==> config.mk <==
export PLATFORM = sky130hd
export DESIGN_NAME = nibble_serial_adder
export DESIGN_NICKNAME = d
export VERILOG_FILES = /design/src/rtl/nsa_pkg.sv /design/src/rtl/csa_nibble.sv /design/src/rtl/nibble_serial_adder.sv
export SDC_FILE = /design/constraint.sdc
export NUM_CORES = 1
export LEC_CHECK = 0
export ABC_AREA = 0
export CELL_PAD_IN_SITES_DETAIL_PLACEMENT = 2
export CELL_PAD_IN_SITES_GLOBAL_PLACEMENT = 2
export CORE_MARGIN = 8
export CORE_UTILIZATION = 34
export DETAILED_ROUTE_END_ITERATION = 8
export PLACE_DENSITY_LB_ADDON = 0.2
export SETUP_SLACK_MARGIN = 0.2
export SYNTH_ARGS = -nofsm -noshare
export SYNTH_HDL_FRONTEND = slang
export SYNTH_SLANG_ARGS = --single-unit
==> constraint.sdc <==
create_clock -name clk -period 3.22 [get_ports clk]
set_input_delay 0.644 -clock clk [delete_from_list [all_inputs] [get_ports clk]]
set_output_delay 0.644 -clock clk [all_outputs]
set_load 0.02 [all_outputs]
==> src/rtl/nsa_pkg.sv <==
// Shared types and constants for the nibble-serial adder.
// The OVERFLOW_FLAG_EN macro adds the signed-overflow output.
package nsa_pkg;

    localparam int NIB_W = 4;

    typedef enum logic [1:0] {
        IDLE = 2'd0,
        RUN  = 2'd1,
        DONE = 2'd2
    } state_t;

    function automatic bit width_ok(input int w);
        return (w >= NIB_W) && ((w % NIB_W) == 0);
    endfunction

endpackage

==> src/rtl/csa_nibble.sv <==
// Combinational 4-bit carry-select adder: both carry-in cases are
// rippled in parallel, then the real carry-in picks one.
module csa_nibble
    import nsa_pkg::*;
(
    input  logic [NIB_W-1:0] a,
    input  logic [NIB_W-1:0] b,
    input  logic             ci,
    output logic [NIB_W-1:0] s,
`ifdef OVERFLOW_FLAG_EN
    output logic             c3,
`endif
    output logic             co
);

    logic [NIB_W:0]   c0;
    logic [NIB_W:0]   c1;
    logic [NIB_W-1:0] s0;
    logic [NIB_W-1:0] s1;

    always_comb begin
        c0[0] = 1'b0;
        c1[0] = 1'b1;
        for (int i = 0; i < NIB_W; i++) begin
            s0[i]   = a[i] ^ b[i] ^ c0[i];
            c0[i+1] = (a[i] & b[i]) | (c0[i] & (a[i] ^ b[i]));
            s1[i]   = a[i] ^ b[i] ^ c1[i];
            c1[i+1] = (a[i] & b[i]) | (c1[i] & (a[i] ^ b[i]));
        end
    end

    assign s  = ci ? s1 : s0;
    assign co = ci ? c1[NIB_W] : c0[NIB_W];
`ifdef OVERFLOW_FLAG_EN
    assign c3 = ci ? c1[NIB_W-1] : c0[NIB_W-1];
`endif

endmodule

==> src/rtl/nibble_serial_adder.sv <==
// WIDTH-bit adder that walks one nibble per clock through a single
// carry-select stage. Define OVERFLOW_FLAG_EN for the ovf output.
module nibble_serial_adder
    import nsa_pkg::*;
#(
    parameter int WIDTH = 16
) (
    input  logic             clk,
    input  logic             rst_n,
    input  logic             in_valid,
    output logic             in_ready,
    input  logic [WIDTH-1:0] a,
    input  logic [WIDTH-1:0] b,
    input  logic             cin,
    output logic             out_valid,
`ifdef OVERFLOW_FLAG_EN
    output logic             ovf,
`endif
    input  logic             out_ready,
    output logic [WIDTH-1:0] sum,
    output logic             cout
);

    localparam int NIBBLES = WIDTH / NIB_W;
    localparam int CNT_W   = (NIBBLES > 1) ? $clog2(NIBBLES) : 1;
    localparam logic [CNT_W-1:0] LAST = CNT_W'(NIBBLES - 1);

    if (!width_ok(WIDTH)) begin : g_bad_width
        $error("nibble_serial_adder: WIDTH must be a multiple of 4, >= 4");
    end

    state_t           state_q, state_d;
    logic [WIDTH-1:0] a_q, a_d;
    logic [WIDTH-1:0] b_q, b_d;
    logic [WIDTH-1:0] sum_q, sum_d;
    logic [CNT_W-1:0] cnt_q, cnt_d;
    logic             carry_q, carry_d;
    logic             cout_q, cout_d;
    logic             out_valid_q, out_valid_d;
    logic             in_ready_q, in_ready_d;

    logic [NIB_W-1:0] nib_s;
    logic             nib_co;
`ifdef OVERFLOW_FLAG_EN
    logic             nib_c3;
    logic             ovf_q, ovf_d;
`endif

    csa_nibble u_nib (
        .a  (a_q[NIB_W-1:0]),
        .b  (b_q[NIB_W-1:0]),
        .ci (carry_q),
        .s  (nib_s),
`ifdef OVERFLOW_FLAG_EN
        .c3 (nib_c3),
`endif
        .co (nib_co)
    );

    always_comb begin
        state_d     = state_q;
        a_d         = a_q;
        b_d         = b_q;
        sum_d       = sum_q;
        cnt_d       = cnt_q;
        carry_d     = carry_q;
        cout_d      = cout_q;
        out_valid_d = out_valid_q;
        in_ready_d  = in_ready_q;
`ifdef OVERFLOW_FLAG_EN
        ovf_d       = ovf_q;
`endif
        unique case (state_q)
            IDLE: begin
                if (in_valid && in_ready_q) begin
                    a_d        = a;
                    b_d        = b;
                    carry_d    = cin;
                    cnt_d      = '0;
                    in_ready_d = 1'b0;
                    state_d    = RUN;
                end
            end
            RUN: begin
                // Result nibbles enter at the top and drift down to place.
                sum_d   = WIDTH'({nib_s, sum_q} >> NIB_W);
                a_d     = a_q >> NIB_W;
                b_d     = b_q >> NIB_W;
                carry_d = nib_co;
                cnt_d   = cnt_q + 1'b1;
                if (cnt_q == LAST) begin
                    cout_d      = nib_co;
`ifdef OVERFLOW_FLAG_EN
                    ovf_d       = nib_c3 ^ nib_co;
`endif
                    out_valid_d = 1'b1;
                    state_d     = DONE;
                end
            end
            DONE: begin
                if (out_ready) begin
                    out_valid_d = 1'b0;
                    in_ready_d  = 1'b1;
                    state_d     = IDLE;
                end
            end
            default: begin
                state_d     = IDLE;
                in_ready_d  = 1'b1;
                out_valid_d = 1'b0;
            end
        endcase
    end

    always_ff @(posedge clk or negedge rst_n) begin
        if (!rst_n) begin
            state_q     <= IDLE;
            a_q         <= '0;
            b_q         <= '0;
            sum_q       <= '0;
            cnt_q       <= '0;
            carry_q     <= 1'b0;
            cout_q      <= 1'b0;
            out_valid_q <= 1'b0;
            in_ready_q  <= 1'b1;
`ifdef OVERFLOW_FLAG_EN
            ovf_q       <= 1'b0;
`endif
        end else begin
            state_q     <= state_d;
            a_q         <= a_d;
            b_q         <= b_d;
            sum_q       <= sum_d;
            cnt_q       <= cnt_d;
            carry_q     <= carry_d;
            cout_q      <= cout_d;
            out_valid_q <= out_valid_d;
            in_ready_q  <= in_ready_d;
`ifdef OVERFLOW_FLAG_EN
            ovf_q       <= ovf_d;
`endif
        end
    end

    assign in_ready  = in_ready_q;
    assign out_valid = out_valid_q;
    assign sum       = sum_q;
    assign cout      = cout_q;
`ifdef OVERFLOW_FLAG_EN
    assign ovf       = ovf_q;
`endif

endmodule

Word-level counts from Yosys, hierarchy flattened
Cells that the tools add are included.
{"block": "op_classes", "bitwise_logic": 30, "reduce_logical": 8, "muxes": 20, "n_eq_ne": 6, "addsub": 1}
{"operator": "one-hot mux 16 bit (2 select lines)", "n": 2}
{"operator": "2-to-1 mux 16 bit", "n": 2}
{"operator": "AND 1 bit", "n": 10}
{"operator": "XOR 1 bit", "n": 10}
{"operator": "AND reduction 3 bit", "n": 3}
{"operator": "2-to-1 mux 2 bit", "n": 4}
{"operator": "OR 1 bit", "n": 7}
{"operator": "2-to-1 mux 1 bit", "n": 6}
{"operator": "!= test 2 bit (second input constant)", "n": 3}
{"operator": "one-hot mux 1 bit (3 select lines)", "n": 2}
{"operator": "one-hot mux 2 bit (3 select lines)", "n": 1}
{"operator": "equality test 2 bit (second input constant)", "n": 2}
{"operator": "2-to-1 mux 4 bit", "n": 1}
{"operator": "one-hot mux 2 bit (2 select lines)", "n": 1}
{"operator": "AND reduction 2 bit", "n": 2}
{"operator": "NOT 1 bit", "n": 3}
{"operator": "adder 2 x 1 -> 2 bit (second input constant)", "n": 1}
{"operator": "equality test 2 x 1 -> 1 bit (second input constant)", "n": 1}
{"operator": "zero test 2 bit", "n": 1}
{"operator": "one-hot mux 1 bit (2 select lines)", "n": 1}
{"operator": "nonzero test 2 bit", "n": 1}
{"operator": "logical AND 1 bit", "n": 1}
{"block": "totals", "wordCells": 74, "reg_bits": 56, "in_bits": 37}

Logic depth before layout (Yosys ltp)
{"block": "depth", "word_depth": 10, "ltp_mapped": 8, "depth_no_buf": 8}

By module
Synthesis repeated with hierarchy kept, for this count alone.
{"block": "unflattened", "cells_unflattened": 288, "hier_area_um2": 2598.7}
{"mod": "nibble_serial_adder", "cells_per_inst": 269, "instances": 1, "area_per_inst_um2": 2454.9}
{"mod": "csa_nibble", "cells_per_inst": 19, "instances": 1, "area_per_inst_um2": 143.9}

Worst setup path after synthesis
Ideal clock, no wire load.
{"block": "synth_path", "path_kind": "register -> register", "startpoint": "reg a_q[0]", "endpoint": "reg sum_q[15], in the netlist sum[15]", "required_ps": 3137, "path_buffers": 0, "path_slack_ps": 1111, "period_less_slack_ps": 2109, "path_stages_with_launch": 9, "arrival_ps": 2027, "cell_sequence": "dfrtp_1 > ha_1 > nor2_1 > a21oi_1 > fa_1 > fa_1 > inv_1 > fa_1 > o21ai_0"}
{"block": "synth_via", "elab_chain_cells": 8, "word_cells_on_any_way": 14, "classes_between": "1 x mux; 13 x bitwise"}
{"element": "start, declared", "line_no": "nibble_serial_adder.sv:33", "source": "logic [WIDTH-1:0] a_q, a_d;"}
{"element": "start signal, assigned", "line_no": "nibble_serial_adder.sv:118", "source": "a_q <= '0;"}
{"element": "start signal, assigned", "line_no": "nibble_serial_adder.sv:131", "source": "a_q <= a_d;"}
{"element": "AND 1 bit / XOR 1 bit (equally long branches)"}
{"element": "OR 1 bit", "line_no": "csa_nibble.sv:28", "source": "c1[i+1] = (a[i] & b[i]) | (c1[i] & (a[i] ^ b[i]));"}
{"element": "AND 1 bit", "line_no": "csa_nibble.sv:28"}
{"element": "OR 1 bit", "line_no": "csa_nibble.sv:28"}
{"element": "AND 1 bit", "line_no": "csa_nibble.sv:28"}
{"element": "OR 1 bit", "line_no": "csa_nibble.sv:28"}
{"element": "XOR 1 bit", "line_no": "csa_nibble.sv:27", "source": "s1[i] = a[i] ^ b[i] ^ c1[i];"}
{"element": "2-to-1 mux 4 bit *", "line_no": "csa_nibble.sv:32", "source": "assign s = ci ? s1 : s0;"}
{"element": "end signal, assigned", "line_no": "nibble_serial_adder.sv:133", "source": "sum_q <= sum_d;"}
{"element": "end, declared", "line_no": "nibble_serial_adder.sv:35", "source": "logic [WIDTH-1:0] sum_q, sum_d;"}
Every way passes the cells marked *; elsewhere a longest branch is shown, timed or not.
A chain may end at the register's enable or synchronous reset.

Worst setup path in the final report
Ends and elaborated chain as after synthesis.

==> impl_metrics.toml <==
[status]
status = "complete, no violations"

[logic_synthesis]
postSynth.asyncResetShare_pct = 100.0
yosysTopAreaCell = "dfrtp_1"
syn-cell-area_sq_um = 2735
synth_area_leaders = "dfrtp_1 50%, a21oi_2 15%, nand2_1 11%"
ys_seq_area_share_pct = 51.28
synth_flop_cell = "dfrtp_1"
ys_seq_elements = 56
yosys-top-cells-count = "83 x nand2_1, 55 x dfrtp_1, 48 x a21oi_2"
syn_inst = 281
ys_warn_count = 0
synth_top_area_share_pct = 50.32
syn_area_per_cell_sq_um = 9.734
synth.distinct_cells = 28
yosysMostFrequentCell = "nand2_1"
synth_edf_count = 0
syn-num-nets = 324

[clock_network]
cts_setup_buffers = 0
cts_resized = 0
cts_hold_buf = 0
numCtsBuffers = 5
clock-sinks = 56
clockBufferDepth = 2
cts_tree = "done"
cts_max_level = 2
clockRootBuffer = "clkbuf_8"
clock_latency_ns = 0.31
clk_pin_slew_worst_paths_ns = 0.10

[sta]
timing.final.crit_share_pct = 73.33
max_freq_mhz = 423.5
slew_viol_final = 0
fin_skew_ns = 0.008123
max_slew_margin_pct = 32.39
period_needed_ns = 2.361
grt_setup_unrepaired = "no"
setup_viol = 0
timing.final.hold_violations = 0
fin_setup_tns_ns = 0
worst_slack_ns = 0.8588
worst_slew_pin_slew_ns = 1.014

[global_route]
grt_overflow_total = 0
grt_first_pass_wirelength_mm = 12.22
grt_antenna_before_repair = 0
grt_max_degree = 51
track_usage_pct = 13.32
grt_pass1_vias = 2410

[critical_path]
cpMostUsedCell = "fa_1"
crit_type = "reg2reg"
worst-path-buf-inv = 1
cp_slowest_cell = "fa_1"
cp_top_family = "adder cells"
cp-start-kind = "flop"
worstPathRequired_ns = 3.43
crit_path_end_kind = "flop"
cp.arrival_ns = 2.58
critical_path.max_fanout = 3
path_cells = "ha_1 > nor2_1 > a21oi_1 > fa_1 > fa_1 > inv_1 > fa_1 > o21ai_0"
slowest_delay_ns = 0.42

[layout]
antenna_cells = 0
syn2layout_area_growth_pct = 24.57
drive_gt1_share_pct = 20.36
fin_nets = 371
fin_cells = 431
fin_util_pct = 43.86
n_fill_cell = 850

[detailed_routing]
vias_per_cell = 4.882
avgRoutedWirePerCell_um = 16.33
wirelength_mm = 7.039
drtIter0Drc = 76
first_pass_iters = 4
vias = 2104
drc = 0
ant_nets = 0

[job]
max-cap-violations = 0

[placed_design]
gp_congestion = 0.6693
post-place-ws_ns = 0.8370
dp_hpwl_mm = 4.948
port_buffers = 55
place_inst = 423

[power_and_ir_drop]
p_sw_mw = 1.209
p_leak_nw = 1.568
pwr-share-comb_pct = 45.3
p_per_area_nw_per_um2 = 879.9
max-vdd-ir-drop_mv = 0.3538
p_int_mw = 1.789
sw_frac_of_total_pct = 40.31
seqPwrFrac_pct = 41.3
total_power_mw = 2.998
p_clk_share_pct = 13.4

[floorplanning]
ioPinCount = 56
start_util_pct = 35.21
die_area_sq_um = 11170
die_w_um = 105.7
die_h_um = 105.7
core_sq_um = 7767
rows = 32

[hold_path]
hp-class = "in2async"
[sequential cells by signal, summed over array words and instances (netlist names)]
register	flops
state_q	2
in_ready	1
cnt_q	2
cout	1
carry_q	1
a_q	16
b_q	16
out_valid	1
sum	16
[power groups by stage]
stage	combinational (mW)	clock, mW	sequential (mW)
6_report	1.36	0.401	1.24
5_1_grt	1.52	0.439	1.29
4_1_cts	1.40	0.420	1.25
3_5_place_dp	1.39	0	1.26
3_3_place_gp	1.32	0	1.24
2_1_floorplan	0.861	0	1.29
[final timing paths]
kind,start,endpoint,slack [ns],depth (start not counted)
setup / recovery,a_q[0],sum[15],0.86,8
hold / removal,rst_n,sum[3],0.28,1
setup reg to reg,a_q[0],sum[15],0.86,8
hold reg to reg,sum[3],sum[3],0.48,2
max in group asynchronous,rst_n,in_ready,2.07,2
min in group clk,sum[3],sum[3],0.48,2
[per-stage QoR]
stage | cell area [sq um] | hold WS, ns
6_report | 3407 | 0.2818
3_5_place_dp | 3314 | 0.4701
5_1_grt | 3407 | 0.3040
4_1_cts | 3407 | 0.2919
3_3_place_gp | 3314 | 0.4591
2_1_floorplan | 2735 | 0.3484
[final cells by class]
class / instances / area [sq um] / share of cell area, %
Sequential cell: 56 / 1403 / 41.17
Multi-Input combinational cell: 199 / 1166 / 34.23
Timing Repair Buffer: 60 / 595.6 / 17.48
Tap cell: 102 / 127.6 / 3.746
Clock buffer: 6 / 82.58 / 2.424
Inverter: 6 / 22.52 / 0.6610
Clock inverter: 2 / 10.01 / 0.2938
[kinds of logic after synthesis]
group	count (synthesis)	synth area share (%)
fa+ha+maj	6	3.568
buf+inv	26	6.496
mux	2	0.7320
simple gates	125	18.76
xor+xnor	1	0.3203
compound gates	65	18.85
flops	56	51.28
[placed cells by master (no fill, tap or decap), types with 3 or more instances in the layout]
cell / instances
nand3_1: 6
a21oi_1: 6
clkbuf_8: 6
clkdlybuf4s50_1: 54
ha_1: 3
fa_1: 3
inv_1: 6
nand3b_1: 5
buf_4: 4
a21oi_2: 48
o21ai_0: 7
nand2_1: 83
nor2_1: 27
dfrtp_1: 55
[metal layers]
metal  GRT usage (%)  wire length, um  vias to the layer above
met2           22.39             3485                       36
met1           16.88             3226                     1058
met5               0                0                        -
met4           3.618               76                        0
li1                -                -                     1003
met3           2.801              250                        7
(Power assumes the default switching activity.)
==> variant (same flow settings) <==
Add a define of `OVERFLOW_FLAG_EN`.
--- a/src/rtl/csa_nibble.sv
+++ b/src/rtl/csa_nibble.sv
@@ -2,2 +2,4 @@
 // rippled in parallel, then the real carry-in picks one.
+`define OVERFLOW_FLAG_EN
+
 module csa_nibble
Function (old outputs only; new: ovf): kept (Yosys induction, for registers that start in step).
==> variant against the unedited design <==
- final cell count grew 4.4%
- global-route usage grew 1.0 points
- area after synthesis is 2.4% higher
- sequential cell count increased by 1
- clock power up 69%
- routed wire length is 5.2% higher
- worst setup slack improved by 7.4 ps
- power rose by 11%
- synthesized cell count increased by 1.8%
- utilization up 0.25 points
- sequential share of layout area fell by 1.2 points
- cell area is 4.8% higher
- largest cell class unchanged
==> variant: results (changes against the unedited design) <==
status: "finished, final reports clean"
ys_seq_area_share_pct: 51.0  # -0.30 points
drtIter0Drc: 57  # -25%
dpl_worst_slack_ps: 799  # -37.9 ps
synth.top_cells.by_area: "dfrtp_1 (50%), a21oi_2 (14%), nand2_1 (11%), nor2_1 (3.8%), buf_12 (2.1%)"
clkTransAtPathRegs_ps: 60  # -40 ps
p_switching_mw: 1.29  # +6.4%
vias: 2182  # +3.7%
grt_antenna_before_repair: 0  # unchanged
dpl.hpwl_um: 5270  # +6.5%
yosys-top-cells-count: "nand2_1 (84), dfrtp_1 (56), a21oi_2 (44)"
drive_above_1_share_pct: 21.2  # +0.79 points
p_leak_nw: 1.64  # +4.8%
synth_nets: 329  # +1.5%
crit_arrival_ps: 2570  # about the same
cts-buffers-inserted: 9  # +4
nNetsFinal: 383  # +3.2%
postPlaceCellArea_um2: 3370  # +1.7%
portBuffers: 56  # +1.8%
ir_worst_vdd_v: 0.000295  # -16%
worstSkewPairLatency_ps: 330  # +20 ps
grt_usage_pct: 14.3  # +1.0 points
synth_ff_type: "dfrtp_1"
slew_headroom_pct: 34.3  # +1.9 points
grt_pass1_vias: 2567  # +6.5%
grt_pass1_wl_um: 13000  # +6.7%
timing.clock.skew_ps: 6.83  # -1.30 ps
min_path_type: "primary input to async pin"
synth_cell_types: 29  # +3.6%
gp_congestion: 0.694  # +3.7%
htreeDepth: 3  # +1
clock_path_buffers: 2  # unchanged
ys_async_sr_fraction_pct: 100  # unchanged
wl_per_cell_um: 16.5  # +0.77%
firstDrtPassIters: 4  # unchanged
diodes: 0  # unchanged
[variant: cell count changes in the layout (fill, tap and decap cells not counted), sizes merged]
cell           before  now
a22oi               1    0
xor2                0    1
dfrtp              55   56
clkbuf              6   13
nor2               27   28
o21ai               7    8
clkdlybuf4s50      54   55
bufinv              0    1
buf                 6    8
nand2              83   84
a221oi              0    1
[variant: worst paths after layout]
| kind | from | to | slack, ps | depth (start not counted) |
|---|---|---|---|---|
| max reg2reg | b_q[0] | ovf | 870 | 9 |
| max | b_q[0] | ovf | 870 | 9 |
| min | rst_n | cout | 190 | 1 |
| min reg2reg | sum[0] | sum[0] | 480 | 2 |
| max in group asynchronous | rst_n | sum[0] | 2320 | 2 |
| min in group clk | sum[0] | sum[0] | 480 | 2 |
[variant: kinds of logic (layout without fill, tap and decap cells)]
group           Yosys count  after routing  synth area share (%)
compound gates           66             66                  18.4
simple gates            127            127                  18.6
flops                    57             57                  51.0
mux                       2              2                 0.715
buf+inv                  26             85                  7.24
xor+xnor                  2              2                 0.626
fa+ha+maj                 6              6                  3.49
[variant: final cells by class]
cell class / count / area (µm²)
fill: 902 / 4520
sequential: 57 / 1430
multi-input combinational: 203 / 1180
timing repair buffer: 63 / 608
clock buffer: 13 / 159
tap: 105 / 131
clock inverter: 3 / 40.0
inverter: 6 / 22.5
[variant: layer usage]
layer	part of all wire [%]	GRT usage [%]
met1	45	17.7
met2	49	23.5
met3	4.7	3.42
met4	1.6	5.93
met5	0	0
[variant: per-stage QoR]
step	hold WS, ps	std cells	util [%]
floorplan	348	286	-
global placement	457	434	41.7
detailed placement	475	434	41.7
CTS	183	450	44.1
global route	196	450	44.1
finish	191	450	44.1
[variant: critical path, stage by stage (launching register included)]
cell     delay [ps]
dfrtp_1         410
ha_1            200
nor2_1          100
a21oi_1          60
fa_1            390
fa_1            430
inv_1           100
fa_1            270
xor2_1          190
o21ai_0          90
[variant: power by group through the flow]
| stage | sequential, mW | clock, mW | combinational, mW |
|---|---|---|---|
| 4_1_cts | 1.26 | 0.701 | 1.46 |
| 5_1_grt | 1.30 | 0.730 | 1.62 |
| 3_5_place_dp | 1.27 | 0 | 1.45 |
| 3_3_place_gp | 1.25 | 0 | 1.39 |
| 6_report | 1.25 | 0.678 | 1.42 |
| 2_1_floorplan | 1.32 | 0 | 0.900 |
